File: src/rtl/ch_scheduler_if.sv
// ch_scheduler_if
// Groups the request/grant signals of the round-robin channel scheduler.
//   master : request side (drives en_i, req_i, done_i, timeout_i;
//            observes grant_o, grant_idx_o, busy_o, timeout_o, pending_o)
//   slave  : the scheduler itself
`timescale 1ns/1ps
interface ch_scheduler_if #(
    parameter int N_CH      = 16,
    parameter int TIMEOUT_W = 8
);
    localparam int IDX_W = $clog2(N_CH);

    logic                 en_i;
    logic [N_CH-1:0]      req_i;
    logic                 done_i;
    logic [TIMEOUT_W-1:0] timeout_i;
    logic [N_CH-1:0]      grant_o;
    logic [IDX_W-1:0]     grant_idx_o;
    logic                 busy_o;
    logic                 timeout_o;
    logic [N_CH-1:0]      pending_o;

    modport master (
        output en_i, req_i, done_i, timeout_i,
        input  grant_o, grant_idx_o, busy_o, timeout_o, pending_o
    );

    modport slave (
        input  en_i, req_i, done_i, timeout_i,
        output grant_o, grant_idx_o, busy_o, timeout_o, pending_o
    );
endinterface

File: src/rtl/ch_scheduler.sv
// ch_scheduler
// Shares one downstream slot among N_CH channels. Requests are latched into a
// pending register; one channel at a time is granted (one-hot + index) until
// the consumer signals done or the latched timeout expires, then the search
// restarts just above the released channel so every requester is served.
//
// Ports:
//   clk_i     system clock, rising edge
//   resetn_i  asynchronous active-low reset
//   bus       ch_scheduler_if.slave (en/req/done/timeout in,
//             grant/grant_idx/busy/timeout pulse/pending out)
//
// Build option: define CH_SCHED_FIXED_PRIO_EN for fixed priority
// (lowest pending index wins) instead of round-robin.
//
// state   | meaning
// IDLE    | no grant held; arbitrate when enabled and something is pending
// BUSY    | grant held; wait for done or timeout
// RELEASE | grant dropped; clear released pending bit, update last_idx
`timescale 1ns/1ps
module ch_scheduler #(
    parameter int N_CH      = 16,
    parameter int TIMEOUT_W = 8
) (
    input  logic             clk_i,
    input  logic             resetn_i,
    ch_scheduler_if.slave    bus
);
    localparam int IDX_W = $clog2(N_CH);

    typedef enum logic [1:0] {IDLE, BUSY, RELEASE} state_t;

    state_t               state_q, state_d;
    logic [N_CH-1:0]      grant_q, grant_d;
    logic [IDX_W-1:0]     idx_q, idx_d;
    logic                 busy_q, busy_d;
    logic                 pulse_q, pulse_d;
    logic [N_CH-1:0]      pend_q, pend_d;
    logic [IDX_W-1:0]     last_q, last_d;
    logic [TIMEOUT_W-1:0] tmo_q, tmo_d;
    logic [TIMEOUT_W-1:0] cnt_q, cnt_d;

    logic [N_CH-1:0]      cand;
    logic                 found;
    logic [IDX_W-1:0]     win_idx;
    logic [IDX_W-1:0]     probe;

    // Requests arriving this cycle are eligible immediately, not only after
    // they land in the pending register.
    always_comb begin
        cand    = pend_q | bus.req_i;
        found   = 1'b0;
        win_idx = '0;
        probe   = '0;
`ifdef CH_SCHED_FIXED_PRIO_EN
        for (int i = 0; i < N_CH; i++) begin
            probe = IDX_W'(i);
            if (!found && cand[probe]) begin
                found   = 1'b1;
                win_idx = probe;
            end
        end
`else
        // Index arithmetic wraps naturally because N_CH is a power of two.
        for (int i = 0; i < N_CH; i++) begin
            probe = last_q + IDX_W'(i + 1);
            if (!found && cand[probe]) begin
                found   = 1'b1;
                win_idx = probe;
            end
        end
`endif
    end

    always_comb begin
        state_d = state_q;
        grant_d = grant_q;
        idx_d   = idx_q;
        busy_d  = busy_q;
        pulse_d = 1'b0;
        pend_d  = pend_q;
        last_d  = last_q;
        tmo_d   = tmo_q;
        cnt_d   = cnt_q;

        case (state_q)
            IDLE: begin
                if (bus.en_i && found) begin
                    state_d = BUSY;
                    grant_d = N_CH'(1) << win_idx;
                    idx_d   = win_idx;
                    busy_d  = 1'b1;
                    tmo_d   = bus.timeout_i;
                    cnt_d   = '0;
                end
            end
            BUSY: begin
                cnt_d = (&cnt_q) ? cnt_q : cnt_q + TIMEOUT_W'(1);
                if (bus.done_i) begin
                    state_d = RELEASE;
                    grant_d = '0;
                    busy_d  = 1'b0;
                end else if (tmo_q != '0 && cnt_q == tmo_q - TIMEOUT_W'(1)) begin
                    state_d = RELEASE;
                    grant_d = '0;
                    busy_d  = 1'b0;
                    pulse_d = 1'b1;
                end
            end
            RELEASE: begin
                state_d        = IDLE;
                last_d         = idx_q;
                pend_d[idx_q]  = 1'b0;
            end
            default: state_d = IDLE;
        endcase

        // Capture after the release clear so a same-cycle re-request wins.
        if (bus.en_i) pend_d = pend_d | bus.req_i;
    end

    always_ff @(posedge clk_i or negedge resetn_i) begin
        if (!resetn_i) begin
            state_q <= IDLE;
            grant_q <= '0;
            idx_q   <= '0;
            busy_q  <= 1'b0;
            pulse_q <= 1'b0;
            pend_q  <= '0;
            last_q  <= IDX_W'(N_CH - 1);
            tmo_q   <= '0;
            cnt_q   <= '0;
        end else begin
            state_q <= state_d;
            grant_q <= grant_d;
            idx_q   <= idx_d;
            busy_q  <= busy_d;
            pulse_q <= pulse_d;
            pend_q  <= pend_d;
            last_q  <= last_d;
            tmo_q   <= tmo_d;
            cnt_q   <= cnt_d;
        end
    end

    assign bus.grant_o     = grant_q;
    assign bus.grant_idx_o = idx_q;
    assign bus.busy_o      = busy_q;
    assign bus.timeout_o   = pulse_q;
    assign bus.pending_o   = pend_q;
endmodule

File: src/flat_wrapper.sv
// flat-port wrapper written by rule: the top's interface ports become plain ports
module ch_scheduler_flat 
#(
    parameter int N_CH      = 16,
    parameter int TIMEOUT_W = 8
)
  (clk_i, resetn_i, bus_en_i, bus_req_i, bus_done_i, bus_timeout_i, bus_grant_o, bus_grant_idx_o, bus_busy_o, bus_timeout_o, bus_pending_o);
  ch_scheduler_if #(.N_CH(N_CH), .TIMEOUT_W(TIMEOUT_W)) bus_i ();
  input  logic clk_i;
  input  logic resetn_i;
  input wire logic [$bits(bus_i.en_i)-1:0] bus_en_i;
  input wire logic [$bits(bus_i.req_i)-1:0] bus_req_i;
  input wire logic [$bits(bus_i.done_i)-1:0] bus_done_i;
  input wire logic [$bits(bus_i.timeout_i)-1:0] bus_timeout_i;
  output wire logic [$bits(bus_i.grant_o)-1:0] bus_grant_o;
  output wire logic [$bits(bus_i.grant_idx_o)-1:0] bus_grant_idx_o;
  output wire logic [$bits(bus_i.busy_o)-1:0] bus_busy_o;
  output wire logic [$bits(bus_i.timeout_o)-1:0] bus_timeout_o;
  output wire logic [$bits(bus_i.pending_o)-1:0] bus_pending_o;
  assign bus_i.en_i = bus_en_i;
  assign bus_i.req_i = bus_req_i;
  assign bus_i.done_i = bus_done_i;
  assign bus_i.timeout_i = bus_timeout_i;
  assign bus_grant_o = bus_i.grant_o;
  assign bus_grant_idx_o = bus_i.grant_idx_o;
  assign bus_busy_o = bus_i.busy_o;
  assign bus_timeout_o = bus_i.timeout_o;
  assign bus_pending_o = bus_i.pending_o;
  ch_scheduler #(.N_CH(N_CH), .TIMEOUT_W(TIMEOUT_W)) u_core (.clk_i(clk_i), .resetn_i(resetn_i), .bus(bus_i));
endmodule
File: config.mk
export PLATFORM = sky130hd
export DESIGN_NAME = ch_scheduler_flat
export DESIGN_NICKNAME = d
export VERILOG_FILES = /design/src/rtl/ch_scheduler_if.sv /design/src/rtl/ch_scheduler.sv /design/src/flat_wrapper.sv
export SDC_FILE = /design/constraint.sdc
export NUM_CORES = 1
export LEC_CHECK = 0
export ABC_AREA = 1
export ABC_CLOCK_PERIOD_IN_PS = 5850
export CAP_MARGIN = 30
export CORE_UTILIZATION = 50
export CTS_CLUSTER_DIAMETER = 30
export DETAILED_ROUTE_END_ITERATION = 10
export PLACE_DENSITY = 0.73
export SYNTH_ARGS = -nofsm -noshare
export SYNTH_HDL_FRONTEND = slang
export SYNTH_SLANG_ARGS = --single-unit
File: constraint.sdc
create_clock -name clk_i -period 5.85 [get_ports clk_i]
set_clock_uncertainty 0.1 [all_clocks]
set_input_delay 1.755 -clock clk_i [delete_from_list [all_inputs] [get_ports clk_i]]
set_output_delay 1.755 -clock clk_i [all_outputs]
set_load 0.005 [all_outputs]
Yosys cells after proc, flatten, opt, wreduce, memory -nomap -nowiden
Cells that the tools add are included.
Cells by class
  add/sub/neg operators: 17
  order comparisons: 18
  equality and inequality tests: 6
  shift-type cells: 1
  muxes and demuxes: 86
  bitwise logic cells: 4
  reductions and logical operators: 41
Operators with widths (count)
  4-bit by 5-bit < comparator with 1-bit output, second input constant: 17
  16-bit two-way mux: 5
  1-bit binary-select mux with 4-bit select: 16
  4-bit two-way mux: 16
  1-bit two-way mux: 39
  4-bit adder, second input constant: 8
  16-bit OR: 2
  16-bit case mux with 2 select lines: 1
  1-bit logical AND: 18
  4-bit by 3-bit adder with 4-bit output, second input constant: 4
  16-bit AND: 1
  8-bit two-way mux: 2
  16-bit inverter: 1
  8-bit case mux with 2 select lines: 1
  1-bit by 4-bit << shifter with 16-bit output, first input constant: 1
  1-bit logical NOT: 15
  4-bit by 2-bit adder with 4-bit output, second input constant: 2
  8-bit by 1-bit adder with 8-bit output, second input constant: 1
  8-bit equality test: 1
  8-bit AND reduction: 1
  8-bit nonzero test: 1
  8-bit by 1-bit subtractor with 8-bit output, second input constant: 1
  2-bit two-way mux: 3
  3-bit AND reduction: 2
  13 further kinds: 14
Word-level totals
  bits in registers: 60
  input port bits: 28
  output and inout bits: 38
  logic and storage cells: 182

Depth between registers and ports, before layout
  depth after elaboration: 52
  gate-level depth with buffers: 27
  gate-level depth less buffers: 25

Worst setup path after synthesis
OpenSTA, ideal clock, no wires.
  path type: input port to flip-flop
  start point: input bus_req_i[5]
  end point: register u_core.tmo_q[6]
  library setup time: 0.122 ns
  arrival: 3.944 ns
  required time: 5.628 ns
  path slack: 1.684 ns
  stages on the path: 20
  buffers on the path: 1
  cells stage by stage: nor2_1 > nand2_1 > nand3_1 > and2_0 > nand2_1 > nand2_1 > nand2_1 > nand2_1 > nand4_4 > nor2_4 > nand4_4 > nor2_8 > nand4_4 > nor2_8 > nand3_4 > nand3_4 > inv_2 > buf_2 > nand2_1 > o21ai_1
Between the ends
  cells in the longest elaborated chain, start to end: 51
  elaborated cells between the ends (all ways): 81
  those cells by class: 48 x mux; 1 x bitwise; 32 x reduce/logical
Ends and longest elaborated chain
  start, declared: line flat_wrapper.sv:12  | input wire logic [$bits(bus_i.req_i)-1:0] bus_req_i;
  16-bit OR (*): line ch_scheduler.sv:51  | cand = pend_q | bus.req_i;
  1-bit binary-select mux with 4-bit select: line ch_scheduler.sv:67  | if (!found && cand[probe]) begin
  1-bit two-way mux (not written as such): line ch_scheduler.sv:67
  1-bit two-way mux: line ch_scheduler.sv:67
  1-bit logical NOT: line ch_scheduler.sv:67
  1-bit logical AND: line ch_scheduler.sv:67
  1-bit two-way mux: line ch_scheduler.sv:67
  1-bit logical NOT: line ch_scheduler.sv:67
  [... 35 more ...]
  1-bit logical NOT: line ch_scheduler.sv:67
  1-bit logical AND: line ch_scheduler.sv:67
  1-bit two-way mux: line ch_scheduler.sv:67
  1-bit logical NOT: line ch_scheduler.sv:67
  1-bit logical AND: line ch_scheduler.sv:67
  1-bit two-way mux (*): line ch_scheduler.sv:67
  1-bit logical AND (*): line ch_scheduler.sv:88  | if (bus.en_i && found) begin
  2-bit AND reduction (no source line) (*)
  end signal, assigned: line ch_scheduler.sv:141  | tmo_q <= tmo_d;
  end, declared: line ch_scheduler.sv:40  | logic [TIMEOUT_W-1:0] tmo_q, tmo_d;
Every way passes the cells marked *; elsewhere a longest branch is shown, timed or not. The select of a mux whose other input is x is not followed.
A chain may end at the register's enable or synchronous reset.

Final worst setup path
  start point: input bus_req_i[5]
  end point: register u_core.grant_q[10] (netlist: u_core.bus.grant_o[10])
Between the ends
  cells in the longest elaborated chain, start to end: 52
  elaborated cells between the ends (all ways): 101
  those cells by class: 1 x eq/ne; 1 x shift; 66 x mux; 1 x bitwise; 32 x reduce/logical
Ends and longest elaborated chain
  16-bit OR (*): line ch_scheduler.sv:51
  1-bit binary-select mux with 4-bit select: line ch_scheduler.sv:67
  1-bit two-way mux (not written as such): line ch_scheduler.sv:67
  1-bit two-way mux: line ch_scheduler.sv:67
  1-bit logical NOT: line ch_scheduler.sv:67
  1-bit logical AND: line ch_scheduler.sv:67
  1-bit two-way mux: line ch_scheduler.sv:67
  1-bit logical NOT: line ch_scheduler.sv:67
  [... 36 more ...]
  1-bit logical AND: line ch_scheduler.sv:67
  1-bit two-way mux: line ch_scheduler.sv:67
  1-bit logical NOT: line ch_scheduler.sv:67
  1-bit logical AND: line ch_scheduler.sv:67
  4-bit two-way mux or 1-bit two-way mux (tied branches): line ch_scheduler.sv:67
  1-bit by 4-bit << shifter with 16-bit output or 1-bit logical AND (tied branches): line ch_scheduler.sv:90, ch_scheduler.sv:88
  16-bit two-way mux or 2-bit by 1-bit inequality test with 1-bit output (tied branches)
  16-bit case mux with 2 select lines or 3-bit AND reduction (tied branches)
  end signal, assigned: line ch_scheduler.sv:135  | grant_q <= grant_d;
  end, declared: line ch_scheduler.sv:34  | logic [N_CH-1:0] grant_q, grant_d;
Marks and branches as above.

==> impl_metrics.tcl <==
set metrics [dict create \
    port_buffers 65 \
    antennaDiodeCount 0 \
    reg2reg_depth 21 \
    outcome "complete, no violations" \
    crit_required_ns 5.99 \
    final_layout_size_suffix_gt1_share_pct 8.374 \
    syn2layout_area_growth_pct 18.55 \
    rsz0062_at_grt "no" \
    clk_path_buf_depth 2 \
    fmax_mhz 207.1 \
    synth_commonest_cells "269 x nand2_1, 116 x nand3_1, 75 x nor2_1" \
    die-area_mm2 0.01029 \
    synth_edf_count 0 \
    cpMostUsedCell "nand2_1" \
    grt_usage_pct 28.98 \
    min_from "u_core.bus.grant_o[11]" \
    slowest_delay_ns 0.42 \
    grt_max_degree 48 \
    yosysMostFrequentCell "nand2_1" \
    postSynthAreaPerCell_um2 6.628 \
    path_cells "clkdlybuf4s50_1 -> nor2_1 -> nand2_1 -> nand3_1 -> and2_0 -> nand2_1 -> nand2_1 -> nand2_1 -> nand2_1 -> nand4_4 -> nor2_4 -> nand4_4 -> nor2_8 -> nand4_4 -> nor2_8 -> nand3_4 -> clkinv_2 -> nand2_1 -> nand3_1 -> nor2_1 -> nand2_1 -> nand2_1" \
    ys_async_sr_fraction_pct 100.0 \
    p_leak_nw 2.860 \
    yosysTopAreaCell "dfrtp_1" \
    ys_ff_latch 60 \
    whs_endpoint "u_core.bus.grant_o[11]" \
    dr.pass1.iters 5 \
    reg2reg_from "u_core.last_q[0]" \
    die_h_um 101.4 \
    fin_nets 844 \
    start_util_pct 52.52 \
    synth_seq_area_share_pct 30.47 \
    dp_hpwl_mm 10.52 \
    hp-class "register to register" \
    max_cap_violations 0 \
    slew_headroom_pct 49.06 \
    core_region_area_mm2 0.009415 \
    grt_pass1_vias 4996 \
    post_cts_buffers 0 \
    drt_iter0_drc 261 \
    fin_crit_sh_pct 82.53 \
    antenna_found_initial 0 \
    die_w_um 101.4 \
    io_pins 66 \
    crit_family "simple AND/OR/NAND/NOR gates" \
    cp-end-kind "register" \
    cts-root-buf "clkbuf_8" \
    yosysTopAreaCellShare_pct 28.34 \
    cts_buffers 9 \
    yosys_warnings 0 \
    cts.sinks 60 \
    clk-insertion-delay-late_ns 0.35 \
    cts_tree "yes" \
    place_area_mm2 0.005662 \
    wirelength_mm 13.92 \
    startpoint_type "input pin" \
    cts.repair.resized 0 \
    instances_no_fill 941 \
    ctsHtreeMaxLevel 3 \
    wl_per_cell_um 14.79 \
    powerDensity_mw_per_mm2 654.7 \
    hold_viol 0 \
    setup_violations 0 \
    gp_congestion 1.026 \
    ant_nets 0 \
    synth_area_mm2 0.004945 \
    cp_num_buf_inv 2 \
    viasPerCell 5.441 \
    grt-ovfl-total 0 \
    worst_slew_pin_slew_ns 0.7618 \
    synth_nets 783 \
    num_rows 35 \
    vdd_drop_max_uv 303.3 \
    grt_pass1_wl_mm 23.39 \
    finalInstanceArea_mm2 0.005862 \
    critPathMaxFanout 8 \
    dp_cells 925 \
    maxSlewViolCount 0 \
    route.detailed.drc 0 \
    route.vias.total 5120 \
    synth_ff_type "dfrtp_1" \
    yosysUniqueCellTypes 44 \
    reg2reg_slack_ns 1.08 \
    slowest_stage "clkdlybuf4s50_1" \
    holdPathStages 2 \
    r2r_end "u_core.bus.grant_o[10]" \
    critPathKind "input pin to register" \
    synth_area_leaders "dfrtp_1 28%, nand2_1 20%, nand3_1 12%, nor2_1 5.7%, inv_1 3.9%" \
    arrival_ns 4.97 \
    cts.reportedPaths.clkPinSlew_ns 0.08 \
    final.setup.tns_ns 0 \
    cts_hold_buf 0 \
    synthCells 746 \
    period_minus_slack_ns 4.828 \
]
## final cells by class
class / count / area (um2)
Fill cell: 887 / 3553
Multi-Input combinational cell: 610 / 3102
Sequential cell: 60 / 1506
Timing Repair Buffer: 68 / 668.1
Inverter: 58 / 224.0
Tap cell: 129 / 161.4
Clock buffer: 9 / 123.9
Clock inverter: 7 / 76.32
## how the worst max path moves through the flow
stage / from / to / slack (ns) / cells past startpoint
6_report: bus_req_i[5] / u_core.bus.grant_o[10] / 1.02 / 22
5_1_grt: u_core.last_q[0] / u_core.bus.grant_o[5] / 0.67 / 24
4_1_cts: bus_req_i[7] / u_core.bus.grant_o[9] / 1.07 / 22
3_5_place_dp: bus_req_i[5] / u_core.bus.grant_o[1] / 0.70 / 22
3_3_place_gp: bus_req_i[5] / u_core.bus.grant_o[11] / 0.79 / 22
2_1_floorplan: bus_req_i[5] / u_core.tmo_q[6] / 1.68 / 20
## sequential cells by signal, indices dropped and copies added (netlist names)
signal	count
u_core.bus.busy_o	1
u_core.bus.grant_idx_o	4
u_core.bus.grant_o	16
u_core.bus.pending_o	16
u_core.bus.timeout_o	1
u_core.cnt_q	8
u_core.last_q	4
u_core.state_q	2
u_core.tmo_q	8
## power breakdown
part           total, W  leakage (nW)  switching (W)  internal, W
Combinational   0.00273          2.05        0.00189     0.000843
Sequential     0.000726         0.716       0.000176     0.000550
Clock          0.000381        0.0958       0.000182     0.000199
Total           0.00384          2.86        0.00225      0.00159
## tightest hold or removal path, delay by kind of cell, from the launching register on
kind	cells	cell delay, ns
flip-flops	1	0.35
AND/OR/NAND/NOR	2	0.11
## through the flow
stage | utilization (%) | total power, W | setup slack [ns] | hold slack (ns)
detailed placement | 60.13 | 0.003401 | 0.6957 | 0.3637
global placement | 60.13 | 0.003372 | 0.7893 | 0.3650
floorplan | - | 0.002679 | 1.684 | 0.3636
CTS | 62.26 | 0.003801 | 1.067 | 0.3931
finish | 62.26 | 0.003838 | 1.022 | 0.3865
global route | 62.26 | 0.004189 | 0.6651 | 0.4189
## layer usage
layer | vias to the layer above | track usage [%] | routed length [um]
li1 | 2543 | - | -
met1 | 2351 | 36.08 | 6061
met2 | 194 | 50.13 | 6619
met3 | 32 | 4.831 | 876
met4 | 0 | 11.48 | 363
met5 | - | 0 | 0
## layout by cell type (no fill, tap or decap), types with 3 or more instances in the layout
master,netlist,routed
a21oi_1,3,3
buf_4,2,3
clkbuf_8,0,9
clkdlybuf4s50_1,0,64
dfrtp_1,56,56
dfstp_2,4,4
ha_1,9,9
inv_1,51,51
inv_2,5,5
nand2_1,269,269
nand2_4,5,5
nand3_1,116,116
nand3_2,4,4
nand3_4,3,3
nand4_1,17,17
nand4_4,3,3
nor2_1,75,75
nor2_8,4,4
nor3_1,7,7
o21a_1,3,3
o21ai_0,27,27
o21ai_1,16,16
or2_2,7,7
xnor2_1,5,5
xor2_1,15,15
## cell families after synthesis
| family | count (synthesis) | synth area share [%] |
|---|---|---|
| buffers and inverters | 76 | 6.806 |
| adders and majority gates | 9 | 2.277 |
| AOI/OAI and AO/OA | 59 | 7.009 |
| and+or+nand+nor | 519 | 48.91 |
| DFF | 60 | 30.47 |
| xor gates and xnor gates | 23 | 4.529 |
Power figures use the tool's default switching activity.
